### src/rtl/rf_wport_arb_if.sv
// ---------------------------------------------------------------------------
// rf_wport_arb_if
//
// Bundles every signal of the register-file write-port arbiter except clk and
// rst. The signal names match the arbiter's documented port list.
//
//   master : the surrounding pipeline / testbench. It drives the WB request,
//            MCU issue/done and decode operands, and observes the results.
//   slave  : the arbiter itself.
//
// Signal summary
//   pipe_we/pipe_wr/pipe_wd           WB stage write request, dest, data
//   mc_issue/mc_issue_rd              MCU op accepted this cycle, its dest
//   mc_done_valid/_rd/_data           MCU result offered to the arbiter
//   mc_done_ready                     arbiter can take the MCU result
//   id_rs1/id_rs2/id_rd               decode-stage register operands
//   hazard_stall                      decode must stall
//   starve_stall                      upstream must present pipe_we=0 next cycle
//   rf_we/rf_wr/rf_wd                 register-file write port
//   grant_mc                          current RF write comes from the MCU side
//
// Handshake (mc_done_*): a result transfers on every rising clk edge where
// mc_done_valid and mc_done_ready are both high. While valid is high and
// ready is low the producer holds rd/data stable; ready never depends on
// valid.
// ---------------------------------------------------------------------------
interface rf_wport_arb_if;
    logic        pipe_we;
    logic [4:0]  pipe_wr;
    logic [31:0] pipe_wd;
    logic        mc_issue;
    logic [4:0]  mc_issue_rd;
    logic        mc_done_valid;
    logic [4:0]  mc_done_rd;
    logic [31:0] mc_done_data;
    logic        mc_done_ready;
    logic [4:0]  id_rs1;
    logic [4:0]  id_rs2;
    logic [4:0]  id_rd;
    logic        hazard_stall;
    logic        starve_stall;
    logic        rf_we;
    logic [4:0]  rf_wr;
    logic [31:0] rf_wd;
    logic        grant_mc;

    modport master (
        output pipe_we, pipe_wr, pipe_wd,
        output mc_issue, mc_issue_rd,
        output mc_done_valid, mc_done_rd, mc_done_data,
        input  mc_done_ready,
        output id_rs1, id_rs2, id_rd,
        input  hazard_stall, starve_stall,
        input  rf_we, rf_wr, rf_wd, grant_mc
    );

    modport slave (
        input  pipe_we, pipe_wr, pipe_wd,
        input  mc_issue, mc_issue_rd,
        input  mc_done_valid, mc_done_rd, mc_done_data,
        output mc_done_ready,
        input  id_rs1, id_rs2, id_rd,
        output hazard_stall, starve_stall,
        output rf_we, rf_wr, rf_wd, grant_mc
    );
endinterface

### src/rtl/rf_wport_arb.sv
// ---------------------------------------------------------------------------
// rf_wport_arb
//
// Shares the single register-file write port between the in-order WB stage
// and a multi-cycle unit (divider / late load) that returns results out of
// band. MCU results wait in a small FIFO until the port is free; a 32-entry
// pending-destination scoreboard makes decode stall on any register whose
// MCU result has not been written yet (covers RAW and WAW).
//
// Ports
//   clk   clock
//   rst   asynchronous, active-high reset
//   bus   rf_wport_arb_if.slave -- WB request, MCU issue/done, decode
//         operands, hazard/starvation stalls and the RF write port
//
// Parameters
//   DEPTH       MCU result FIFO entries (power of two, >= 2)
//   STARVE_MAX  consecutive cycles a non-empty FIFO may be denied the port
//               before a WB bubble is requested
//
// Build option
//   RF_ARB_BYPASS_EN  when defined, an MCU result arriving while the FIFO is
//                     empty and the port is free writes the RF in the same
//                     cycle instead of being enqueued.
//
// Arbitration: WB wins whenever it really writes (pipe_we && pipe_wr != 0).
// Otherwise the FIFO head owns the port and pops at the clock edge; a head
// with rd == 0 still pops but with rf_we low.
// ---------------------------------------------------------------------------
module rf_wport_arb #(
    parameter int DEPTH      = 2,
    parameter int STARVE_MAX = 4
) (
    input  logic          clk,
    input  logic          rst,
    rf_wport_arb_if.slave bus
);

    localparam int PW = $clog2(DEPTH);
    localparam int CW = PW + 1;
    localparam int SW = $clog2(STARVE_MAX + 1);

    localparam logic [PW-1:0] PTR_ONE    = PW'(1);
    localparam logic [CW-1:0] CNT_ONE    = CW'(1);
    localparam logic [CW-1:0] CNT_FULL   = CW'(DEPTH);
    localparam logic [SW-1:0] STARVE_ONE = SW'(1);
    localparam logic [SW-1:0] STARVE_LIM = SW'(STARVE_MAX);

    // -----------------------------------------------------------------------
    // State
    // -----------------------------------------------------------------------
    logic [4:0]    fifo_rd_q   [DEPTH];
    logic [31:0]   fifo_data_q [DEPTH];
    logic [PW-1:0] wr_ptr_q, wr_ptr_d;
    logic [PW-1:0] rd_ptr_q, rd_ptr_d;
    logic [CW-1:0] count_q,  count_d;
    logic [31:0]   pending_q, pending_d;
    logic [SW-1:0] starve_cnt_q, starve_cnt_d;
    logic          starve_stall_q, starve_stall_d;

    // -----------------------------------------------------------------------
    // Decode of the current cycle
    // -----------------------------------------------------------------------
    logic        fifo_empty;
    logic        fifo_full;
    logic        wb_take;
    logic        pop;
    logic        push;
    logic        bypass;
    logic [4:0]  head_rd;
    logic [31:0] head_data;

    assign fifo_empty = (count_q == '0);
    assign fifo_full  = (count_q == CNT_FULL);
    assign head_rd    = fifo_rd_q[rd_ptr_q];
    assign head_data  = fifo_data_q[rd_ptr_q];

    // A WB write to x0 is not a real write, so it leaves the port free.
    assign wb_take = bus.pipe_we && (bus.pipe_wr != 5'd0);

`ifdef RF_ARB_BYPASS_EN
    // Only when nothing older is queued, so result order is preserved.
    assign bypass = !rst && fifo_empty && bus.mc_done_valid && !wb_take;
`else
    assign bypass = 1'b0;
`endif

    assign pop  = !rst && !wb_take && !fifo_empty;
    // Ready is driven low in reset, so no transfer can happen then.
    assign push = bus.mc_done_valid && bus.mc_done_ready && !bypass;

    // -----------------------------------------------------------------------
    // Write-port mux and handshake outputs
    // -----------------------------------------------------------------------
    always_comb begin
        bus.rf_we         = 1'b0;
        bus.rf_wr         = 5'd0;
        bus.rf_wd         = 32'd0;
        bus.grant_mc      = 1'b0;
        bus.mc_done_ready = !rst && !fifo_full;

        if (!rst) begin
            if (wb_take) begin
                bus.rf_we = 1'b1;
                bus.rf_wr = bus.pipe_wr;
                bus.rf_wd = bus.pipe_wd;
            end else if (!fifo_empty) begin
                bus.grant_mc = 1'b1;
                bus.rf_we    = (head_rd != 5'd0);
                bus.rf_wr    = head_rd;
                bus.rf_wd    = head_data;
            end else if (bypass) begin
                bus.grant_mc = 1'b1;
                bus.rf_we    = (bus.mc_done_rd != 5'd0);
                bus.rf_wr    = bus.mc_done_rd;
                bus.rf_wd    = bus.mc_done_data;
            end
        end
    end

    // -----------------------------------------------------------------------
    // FIFO pointers and occupancy
    // -----------------------------------------------------------------------
    always_comb begin
        wr_ptr_d = wr_ptr_q;
        rd_ptr_d = rd_ptr_q;
        count_d  = count_q;

        // DEPTH is a power of two, so natural pointer overflow is the wrap.
        if (push) begin
            wr_ptr_d = wr_ptr_q + PTR_ONE;
        end
        if (pop) begin
            rd_ptr_d = rd_ptr_q + PTR_ONE;
        end

        unique case ({push, pop})
            2'b10:   count_d = count_q + CNT_ONE;
            2'b01:   count_d = count_q - CNT_ONE;
            default: count_d = count_q;
        endcase
    end

    // Entry storage is not reset: occupancy alone decides what is valid.
    always_ff @(posedge clk) begin
        if (push) begin
            fifo_rd_q[wr_ptr_q]   <= bus.mc_done_rd;
            fifo_data_q[wr_ptr_q] <= bus.mc_done_data;
        end
    end

    // -----------------------------------------------------------------------
    // Pending-destination scoreboard
    // -----------------------------------------------------------------------
    always_comb begin
        pending_d = pending_q;

        if (pop) begin
            pending_d[head_rd] = 1'b0;
        end
        if (bypass) begin
            pending_d[bus.mc_done_rd] = 1'b0;
        end
        // Applied last so a new issue to the register being retired this
        // cycle stays pending.
        if (bus.mc_issue && (bus.mc_issue_rd != 5'd0)) begin
            pending_d[bus.mc_issue_rd] = 1'b1;
        end
        pending_d[0] = 1'b0;
    end

    // x0 is never pending, so the index-0 guard is belt and braces.
    always_comb begin
        bus.hazard_stall = 1'b0;
        if (!rst) begin
            bus.hazard_stall =
                ((bus.id_rs1 != 5'd0) && pending_q[bus.id_rs1]) ||
                ((bus.id_rs2 != 5'd0) && pending_q[bus.id_rs2]) ||
                ((bus.id_rd  != 5'd0) && pending_q[bus.id_rd]);
        end
    end

    // -----------------------------------------------------------------------
    // Starvation guard
    //
    // The counter measures consecutive cycles in which a queued result was
    // denied the port by WB. The edge at which it reaches STARVE_MAX also
    // sets starve_stall, so the request is visible in the cycle right after
    // the STARVE_MAX-th denial. The stall holds until the FIFO finally pops.
    // -----------------------------------------------------------------------
    always_comb begin
        starve_cnt_d   = starve_cnt_q;
        starve_stall_d = starve_stall_q;

        if (pop || fifo_empty) begin
            starve_cnt_d = '0;
        end else if (wb_take && (starve_cnt_q != STARVE_LIM)) begin
            starve_cnt_d = starve_cnt_q + STARVE_ONE;
        end

        if (pop) begin
            starve_stall_d = 1'b0;
        end else if (starve_cnt_d == STARVE_LIM) begin
            starve_stall_d = 1'b1;
        end
    end

    assign bus.starve_stall = starve_stall_q;

    // -----------------------------------------------------------------------
    // State registers
    // -----------------------------------------------------------------------
    always_ff @(posedge clk or posedge rst) begin
        if (rst) begin
            wr_ptr_q       <= '0;
            rd_ptr_q       <= '0;
            count_q        <= '0;
            pending_q      <= '0;
            starve_cnt_q   <= '0;
            starve_stall_q <= 1'b0;
        end else begin
            wr_ptr_q       <= wr_ptr_d;
            rd_ptr_q       <= rd_ptr_d;
            count_q        <= count_d;
            pending_q      <= pending_d;
            starve_cnt_q   <= starve_cnt_d;
            starve_stall_q <= starve_stall_d;
        end
    end

endmodule
### src/flat_wrapper.sv
// flat-port wrapper written by rule: the top's interface ports become plain ports
module rf_wport_arb_flat 
#(
    parameter int DEPTH      = 2,
    parameter int STARVE_MAX = 4
)
  (clk, rst, bus_pipe_we, bus_pipe_wr, bus_pipe_wd, bus_mc_issue, bus_mc_issue_rd, bus_mc_done_valid, bus_mc_done_rd, bus_mc_done_data, bus_mc_done_ready, bus_id_rs1, bus_id_rs2, bus_id_rd, bus_hazard_stall, bus_starve_stall, bus_rf_we, bus_rf_wr, bus_rf_wd, bus_grant_mc);
  rf_wport_arb_if bus_i ();
  input  logic clk;
  input  logic rst;
  input wire logic [$bits(bus_i.pipe_we)-1:0] bus_pipe_we;
  input wire logic [$bits(bus_i.pipe_wr)-1:0] bus_pipe_wr;
  input wire logic [$bits(bus_i.pipe_wd)-1:0] bus_pipe_wd;
  input wire logic [$bits(bus_i.mc_issue)-1:0] bus_mc_issue;
  input wire logic [$bits(bus_i.mc_issue_rd)-1:0] bus_mc_issue_rd;
  input wire logic [$bits(bus_i.mc_done_valid)-1:0] bus_mc_done_valid;
  input wire logic [$bits(bus_i.mc_done_rd)-1:0] bus_mc_done_rd;
  input wire logic [$bits(bus_i.mc_done_data)-1:0] bus_mc_done_data;
  output wire logic [$bits(bus_i.mc_done_ready)-1:0] bus_mc_done_ready;
  input wire logic [$bits(bus_i.id_rs1)-1:0] bus_id_rs1;
  input wire logic [$bits(bus_i.id_rs2)-1:0] bus_id_rs2;
  input wire logic [$bits(bus_i.id_rd)-1:0] bus_id_rd;
  output wire logic [$bits(bus_i.hazard_stall)-1:0] bus_hazard_stall;
  output wire logic [$bits(bus_i.starve_stall)-1:0] bus_starve_stall;
  output wire logic [$bits(bus_i.rf_we)-1:0] bus_rf_we;
  output wire logic [$bits(bus_i.rf_wr)-1:0] bus_rf_wr;
  output wire logic [$bits(bus_i.rf_wd)-1:0] bus_rf_wd;
  output wire logic [$bits(bus_i.grant_mc)-1:0] bus_grant_mc;
  assign bus_i.pipe_we = bus_pipe_we;
  assign bus_i.pipe_wr = bus_pipe_wr;
  assign bus_i.pipe_wd = bus_pipe_wd;
  assign bus_i.mc_issue = bus_mc_issue;
  assign bus_i.mc_issue_rd = bus_mc_issue_rd;
  assign bus_i.mc_done_valid = bus_mc_done_valid;
  assign bus_i.mc_done_rd = bus_mc_done_rd;
  assign bus_i.mc_done_data = bus_mc_done_data;
  assign bus_mc_done_ready = bus_i.mc_done_ready;
  assign bus_i.id_rs1 = bus_id_rs1;
  assign bus_i.id_rs2 = bus_id_rs2;
  assign bus_i.id_rd = bus_id_rd;
  assign bus_hazard_stall = bus_i.hazard_stall;
  assign bus_starve_stall = bus_i.starve_stall;
  assign bus_rf_we = bus_i.rf_we;
  assign bus_rf_wr = bus_i.rf_wr;
  assign bus_rf_wd = bus_i.rf_wd;
  assign bus_grant_mc = bus_i.grant_mc;
  rf_wport_arb #(.DEPTH(DEPTH), .STARVE_MAX(STARVE_MAX)) u_core (.clk(clk), .rst(rst), .bus(bus_i));
endmodule
### config.mk
export PLATFORM = sky130hd
export DESIGN_NAME = rf_wport_arb_flat
export DESIGN_NICKNAME = d
export VERILOG_FILES = /design/src/rtl/rf_wport_arb_if.sv /design/src/rtl/rf_wport_arb.sv /design/src/flat_wrapper.sv
export SDC_FILE = /design/constraint.sdc
export NUM_CORES = 1
export LEC_CHECK = 0
export CAP_MARGIN = 20
export CORE_ASPECT_RATIO = 1.75
export CORE_UTILIZATION = 53
export DETAILED_ROUTE_END_ITERATION = 10
export PLACE_DENSITY = 0.86
export REMOVE_ABC_BUFFERS = 1
export SYNTH_ARGS = -nofsm -noshare
export SYNTH_HDL_FRONTEND = slang
export SYNTH_SLANG_ARGS = --single-unit
### constraint.sdc
create_clock -name clk -period 8.1 [get_ports clk]
set_input_delay 2.025 -clock clk [delete_from_list [all_inputs] [get_ports clk]]
set_output_delay 2.025 -clock clk [all_outputs]
set_load 0.05 [all_outputs]
; Yosys cells after proc, flatten, opt, wreduce, memory -nomap -nowiden
; Memory sizes are Yosys's and may differ from the RTL's.
; Cells that the tools add are included.
[classes]
add_sub_neg = 5
n_lt_le_gt_ge = 7
eq_ne = 5
muxes = 32
bitwise_logic = 3
reduce_logical = 28
[ops]
columns = op, count
row1 = 2-to-1 mux 32 bit, 5
row2 = bitwise AND 32 bit, 1
row3 = NOT 32 bit, 1
row4 = bitwise OR 32 bit, 1
row5 = less-than comparator 5 x 6 -> 1 bit (second input constant), 5
row6 = nonzero test 5 bit, 6
row7 = 2-to-1 mux 1 bit, 16
row8 = binary-select mux 1 bit (select 5 bit), 3
row9 = 2-to-1 mux 5 bit, 3
row10 = logical AND 1 bit, 12
row11 = demux 1 bit (select 5 bit), 2
row12 = >= comparator 5 x 1 -> 1 bit (second input constant), 2
row13 = 2-to-1 mux 3 bit, 2
row14 = == test 2 bit (second input constant), 2
row15 = logical NOT 1 bit, 4
row16 = one-hot mux 2 bit (2 select lines), 1
row17 = nonzero test 2 bit, 2
row18 = adder 3 x 1 -> 3 bit (second input constant), 1
row19 = == test 3 bit (second input constant), 1
row20 = logical OR 1 bit, 3
row21 = != test 3 bit (second input constant), 1
row22 = adder 1 bit (second input constant), 2
row23 = adder 2 x 1 -> 2 bit (second input constant), 1
row24 = == test 2 x 1 -> 1 bit (second input constant), 1
row25 = other kinds (2), 2
[totals]
register_bits = 39
ramBits = 74
input_bits = 99
output_inout_bits = 42
elab_cells = 88
mem_count = 2
[memory_table]
columns = name, words, word_bits, read_ports, rd_ports_with_merged_regs, write_ports, line
row1 = u_core.fifo_data_q, 2, 32, 1, 0, 1, rf_wport_arb.sv:53  ; logic [31:0] fifo_data_q [DEPTH];
row2 = u_core.fifo_rd_q, 2, 5, 1, 0, 1, rf_wport_arb.sv:52  ; logic [4:0] fifo_rd_q [DEPTH];

; Depth between registers and ports, before layout
[depth]
word_depth = 10
depth_mapped = 8
ltp_nobuf = 8

; Least setup slack after synthesis
; Ideal clock, no wire load.
[synth_timing]
kind = input -> output
from = input port bus_pipe_wr[2]
to = output port bus_rf_wd[25]
arrival_time_ns = 4.373
required_time_ns = 6.075
path_slack_ns = 1.702
path_stages = 6
n_path_buf = 2
cell_sequence = or4_4 o21a_4 nand2b_4 clkbuf_1 buf_2 o21ai_0
[synth_via]
elab_chain_cells = 4
[synth_rtl]
columns = item, line
row1 = from (decl), flat_wrapper.sv:12  ; input wire logic [$bits(bus_i.pipe_wr)-1:0] bus_pipe_wr;
row2 = nonzero test 5 bit, rf_wport_arb.sv:79  ; assign wb_take = bus.pipe_we && (bus.pipe_wr != 5'd0);
row3 = logical AND 1 bit, rf_wport_arb.sv:79
row4 = 2-to-1 mux 32 bit, rf_wport_arb.sv:103  ; if (wb_take) begin
row5 = 2-to-1 mux 32 bit, rf_wport_arb.sv:102  ; if (!rst) begin
row6 = to (decl), flat_wrapper.sv:27  ; output wire logic [$bits(bus_i.rf_wd)-1:0] bus_rf_wd;
; Every way passes these cells.

; Worst setup path after layout
[layout_timing]
from = input port bus_id_rs1[0]
to = output port bus_hazard_stall
[layout_via]
elab_chain_cells = 6
word_cells_on_any_way = 7
cone_classes = mux: 3 / reduce/logical: 4
[layout_rtl]
columns = item, line
row1 = from (decl), flat_wrapper.sv:20  ; input wire logic [$bits(bus_i.id_rs1)-1:0] bus_id_rs1;
row2 = binary-select mux 1 bit (select 5 bit), rf_wport_arb.sv:177  ; ((bus.id_rs1 != 5'd0) && pending_q[bus.id_rs1]) ||
row3 = 2-to-1 mux 1 bit (implied by the code), rf_wport_arb.sv:177
row4 = logical AND 1 bit *, rf_wport_arb.sv:177
row5 = logical OR 1 bit *, rf_wport_arb.sv:177
row6 = logical OR 1 bit *, rf_wport_arb.sv:178  ; ((bus.id_rs2 != 5'd0) && pending_q[bus.id_rs2]) ||
row7 = 2-to-1 mux 1 bit *, rf_wport_arb.sv:175  ; if (!rst) begin
row8 = to (decl), flat_wrapper.sv:23  ; output wire logic [$bits(bus_i.hazard_stall)-1:0] bus_hazard_stall;
; Mark *: on every way between the ends. The rest lies on a longest branch, timed or not. The select of a mux whose other input is x is not followed.

==> impl_metrics.xml <==
<?xml version="1.0" encoding="UTF-8"?>
<metrics>
  <group name="setup_path">
    <metric name="rrSetupSlack" unit="ns">5.65</metric>
    <metric name="kind_of_capture_point_of_the_worst_setup_path" unit="">primary output</metric>
    <metric name="slowest_stage_cell_on_the_critical_path" unit="">sky130_fd_sc_hd__clkdlybuf4s50_1</metric>
    <metric name="worstSetupPathType" unit="">in -&gt; out</metric>
    <metric name="worst_setup_path_start_kind" unit="">input pin</metric>
    <metric name="worst_path_largest_cell_delay" unit="ns">0.84</metric>
    <metric name="cp_cell_sequence" unit="">clkdlybuf4s50_1 -&gt; mux4_2 -&gt; mux2i_1 -&gt; nor3b_1 -&gt; nor3_1 -&gt; a31oi_1 -&gt; clkdlybuf4s50_1</metric>
    <metric name="critical-path-top-cell-by-count" unit="">sky130_fd_sc_hd__clkdlybuf4s50_1</metric>
    <metric name="cp.required" unit="ns">6.08</metric>
    <metric name="worstPathMaxFanout" unit="">9</metric>
    <metric name="reg2reg_from" unit="">u_core.rd_ptr_q</metric>
    <metric name="timing.rr.end" unit="">u_core.pending_q[8]</metric>
    <metric name="worst-endpoint-arrival" unit="ns">4.96</metric>
    <metric name="r2r.worst_path.cells" unit="">6</metric>
  </group>
  <group name="cells_and_area">
    <metric name="flow.area_growth_from_synthesis" unit="%">36.2</metric>
    <metric name="diodes" unit="">0</metric>
    <metric name="num-nets-final" unit="">694</metric>
    <metric name="number_of_fill_cells" unit="">636</metric>
    <metric name="post-route-cell-area" unit="um^2">7540</metric>
    <metric name="final_layout_size_suffix_gt1_frac" unit="">0.106</metric>
  </group>
  <group name="drt">
    <metric name="detailroute.via_count" unit="">4506</metric>
    <metric name="drt.antenna.violating_nets" unit="">0</metric>
    <metric name="drt_drc_violations_left" unit="">0</metric>
    <metric name="detail_route.iter0.violations" unit="">462</metric>
    <metric name="first_pass_iters" unit="">5</metric>
    <metric name="totalWireLength" unit="mm">15.4</metric>
    <metric name="detail_route.vias_per_cell" unit="">6.17</metric>
    <metric name="routed_wire_length_per_instance" unit="um">21.1</metric>
  </group>
  <group name="die">
    <metric name="core" unit="um^2">10200</metric>
    <metric name="chipHeight" unit="um">137</metric>
    <metric name="die_w" unit="um">79.3</metric>
    <metric name="start_util" unit="">0.541</metric>
    <metric name="floorplan.io_pins" unit="">141</metric>
    <metric name="core_rows" unit="">49</metric>
    <metric name="dieArea" unit="um^2">10900</metric>
  </group>
  <group name="logic_synthesis">
    <metric name="combined_area_of_all_synthesized_cells" unit="um^2">5540</metric>
    <metric name="number_of_flops_mapped_to_enable_cells_by_yosys" unit="">74</metric>
    <metric name="ys_seq_elements" unit="">113</metric>
    <metric name="yosys.cell_count.top_type" unit="">sky130_fd_sc_hd__o21ai_0</metric>
    <metric name="ys_top_cells_by_area" unit="">sky130_fd_sc_hd__edfxtp_1, sky130_fd_sc_hd__dfrtp_1, sky130_fd_sc_hd__mux4_2, sky130_fd_sc_hd__o21ai_0, sky130_fd_sc_hd__mux2i_1</metric>
    <metric name="synth_cell_type_count" unit="">44</metric>
    <metric name="synth-async-reset-ratio" unit="">0.345</metric>
    <metric name="yosys-top-cells-count" unit="">sky130_fd_sc_hd__o21ai_0, sky130_fd_sc_hd__edfxtp_1, sky130_fd_sc_hd__nand2_1, sky130_fd_sc_hd__mux2i_1, sky130_fd_sc_hd__dfrtp_1</metric>
    <metric name="synth.yosys.seq_area_share" unit="">0.578</metric>
    <metric name="avg_synthesized_cell_area" unit="um^2">12.3</metric>
    <metric name="synth_largest_type_area_fraction" unit="">0.401</metric>
    <metric name="yosysWarnings" unit="">0</metric>
    <metric name="synth_area_leader_cell" unit="">sky130_fd_sc_hd__edfxtp_1</metric>
    <metric name="netlist_instances" unit="">449</metric>
    <metric name="ys_dominant_reg_cell" unit="">sky130_fd_sc_hd__edfxtp_1</metric>
  </group>
  <group name="clock_network">
    <metric name="post-cts-setup-buffers" unit="">0</metric>
    <metric name="clock_tree.root_cell" unit="">sky130_fd_sc_hd__clkbuf_16</metric>
    <metric name="clk_pin_slew_worst_paths" unit="ns">0.05</metric>
    <metric name="clock_tree.htree_level_count" unit="">4</metric>
    <metric name="max-clock-path-buffers" unit="">2</metric>
    <metric name="insertion_delay_of_the_later_clocked_pin_in_the_worst_skew_pair" unit="ns">0.41</metric>
    <metric name="cts_tree" unit="">built</metric>
    <metric name="cts_hold_buffers" unit="">0</metric>
    <metric name="cts_inserted_buffers" unit="">17</metric>
    <metric name="cts-resized-gates" unit="">0</metric>
    <metric name="cts_num_sinks" unit="">113</metric>
  </group>
  <group name="sta">
    <metric name="final_max_slew_viol_count" unit="">0</metric>
    <metric name="slew_headroom" unit="">0.289</metric>
    <metric name="worst_clock_skew" unit="ns">0.00882</metric>
    <metric name="timing.hold.ws" unit="ns">0.489</metric>
    <metric name="setup-tns-final" unit="ns">0</metric>
    <metric name="worst_slack" unit="ns">1.12</metric>
    <metric name="timing_worst_slew_pin_value" unit="ns">1.06</metric>
    <metric name="hold_fails_final_rpt" unit="">0</metric>
    <metric name="timing.final.setup_violations" unit="">0</metric>
    <metric name="rsz_0062_raised_after_global_routing" unit="">false</metric>
    <metric name="fmax" unit="MHz">143</metric>
    <metric name="timing.final.crit_share" unit="">0.862</metric>
    <metric name="period_minus_slack" unit="ns">6.98</metric>
  </group>
  <group name="placement">
    <metric name="dp.final_hpwl" unit="mm">10.7</metric>
    <metric name="dpl_worst_slack" unit="ns">1.14</metric>
    <metric name="placed_area" unit="um^2">7040</metric>
    <metric name="gp_congestion" unit="">0.820</metric>
    <metric name="number_of_buffer_cells_added_on_primary_ports" unit="">140</metric>
  </group>
  <group name="worst_hold_path">
    <metric name="hp-class" unit="">reg -&gt; reg</metric>
    <metric name="worst_hold_path.endpoint" unit="">u_core.bus.starve_stall</metric>
    <metric name="min_delay_path_depth" unit="">2</metric>
    <metric name="worstHoldStart" unit="">u_core.bus.starve_stall</metric>
  </group>
  <group name="job">
    <metric name="maxCapViolations" unit="">0</metric>
  </group>
  <group name="outcome">
    <metric name="run_status" unit="">completed</metric>
  </group>
  <group name="global_route">
    <metric name="number_of_antenna_violations_at_the_first_check_in_global_routing" unit="">0</metric>
    <metric name="grt_overflow" unit="">0</metric>
    <metric name="grt_use_total" unit="">0.300</metric>
    <metric name="first_global_vias" unit="">4646</metric>
    <metric name="maximum_number_of_pins_on_one_net_before_global_route_repair" unit="">43</metric>
    <metric name="grt_pass1_wl" unit="mm">23.6</metric>
  </group>
  <group name="power_and_ir_drop">
    <metric name="worst_ir_drop_on_vdd" unit="V">0.000229</metric>
    <metric name="pwr_density_cell" unit="nW/um^2">301</metric>
    <metric name="leakage" unit="nW">2.77</metric>
  </group>
</metrics>
## state kept, by name, summed over array words and instances (netlist names)
signal                   flops
u_core.starve_cnt_q          3
u_core.count_q               2
u_core.bus.starve_stall      1
u_core.fifo_data_q          64
u_core.pending_q            31
u_core.fifo_rd_q            10
u_core.rd_ptr_q              1
u_core.wr_ptr_q              1
## where the power goes
| part | leakage [nW] | switching (mW) | internal (mW) |
|---|---|---|---|
| sequential | 1.14 | 0.109 | 0.760 |
| clock | 0.239 | 0.236 | 0.377 |
| combinational | 1.39 | 0.453 | 0.338 |
## final cells by class
class,instances,area (um^2),area share
Clock buffer,20,437,0.0579
Clock inverter,10,47.5,0.00630
Inverter,13,48.8,0.00647
Multi-Input combinational cell,304,2220,0.295
Sequential cell,113,3200,0.424
Tap cell,127,159,0.0211
Timing Repair Buffer,143,1430,0.189
## critical path: cells and delay by family
kind                   cells  cell delay, ns
and+or+nand+nor            2            0.30
buffers and inverters      2            1.55
muxes                      2            0.99
AOI/OAI and AO/OA          1            0.10
## per-stage QoR
stage | instances | utilization | power [mW]
after CTS | 729 | 0.735 | 2.26
after detailed placement | 699 | 0.687 | 1.64
after floorplan | 430 | - | 1.37
after global placement | 699 | 0.687 | 1.60
final | 730 | 0.737 | 2.27
after global routing | 730 | 0.737 | 2.37
## per-layer routing
metal,vias up,global-route usage,wire length (um)
met1,2177,0.306,5200
met4,0,0.145,591
met5,-,0,0
met2,273,0.550,8400
met3,56,0.0887,1210
li1,2000,-,-
## worst max-delay path by stage
stage / start / end
global route: bus_id_rs1[0] / bus_hazard_stall
floorplan: rst / bus_rf_wd[0]
detailed placement: bus_id_rd[0] / bus_hazard_stall
global placement: bus_id_rs1[0] / bus_hazard_stall
finish: bus_id_rs1[0] / bus_hazard_stall
CTS: bus_id_rd[0] / bus_hazard_stall
## cell usage in the layout, fill, tap and decap left out, drive strengths merged, types with 3 or more instances in the layout
master | Yosys | final
mux2 | 3 | 3
dfrtp | 39 | 39
mux4 | 21 | 21
nand3b | 5 | 5
clkbuf | 11 | 20
nand3 | 8 | 8
ha | 3 | 3
buf | 8 | 6
o21ai | 101 | 101
clkdlybuf4s50 | 0 | 137
mux2i | 42 | 42
nor2 | 15 | 15
or3b | 3 | 3
inv | 13 | 13
clkinv | 0 | 9
nand2 | 51 | 51
nand2b | 4 | 4
a2111oi | 3 | 3
xnor2 | 5 | 5
nand4 | 4 | 4
nor2b | 3 | 3
a21oi | 6 | 6
edfxtp | 74 | 74
## logic make-up (layout without fill, tap and decap cells)
family / after synthesis / after routing / share of synthesized area
AOI/OAI and AO/OA: 122 / 122 / 0.119
xor gates and xnor gates: 6 / 6 / 0.00949
adders and majority gates: 3 / 3 / 0.00678
buffers and inverters: 32 / 186 / 0.0228
DFF: 113 / 113 / 0.578
muxes: 66 / 66 / 0.167
and+or+nand+nor: 107 / 107 / 0.0967
(Power assumes the default switching activity.)
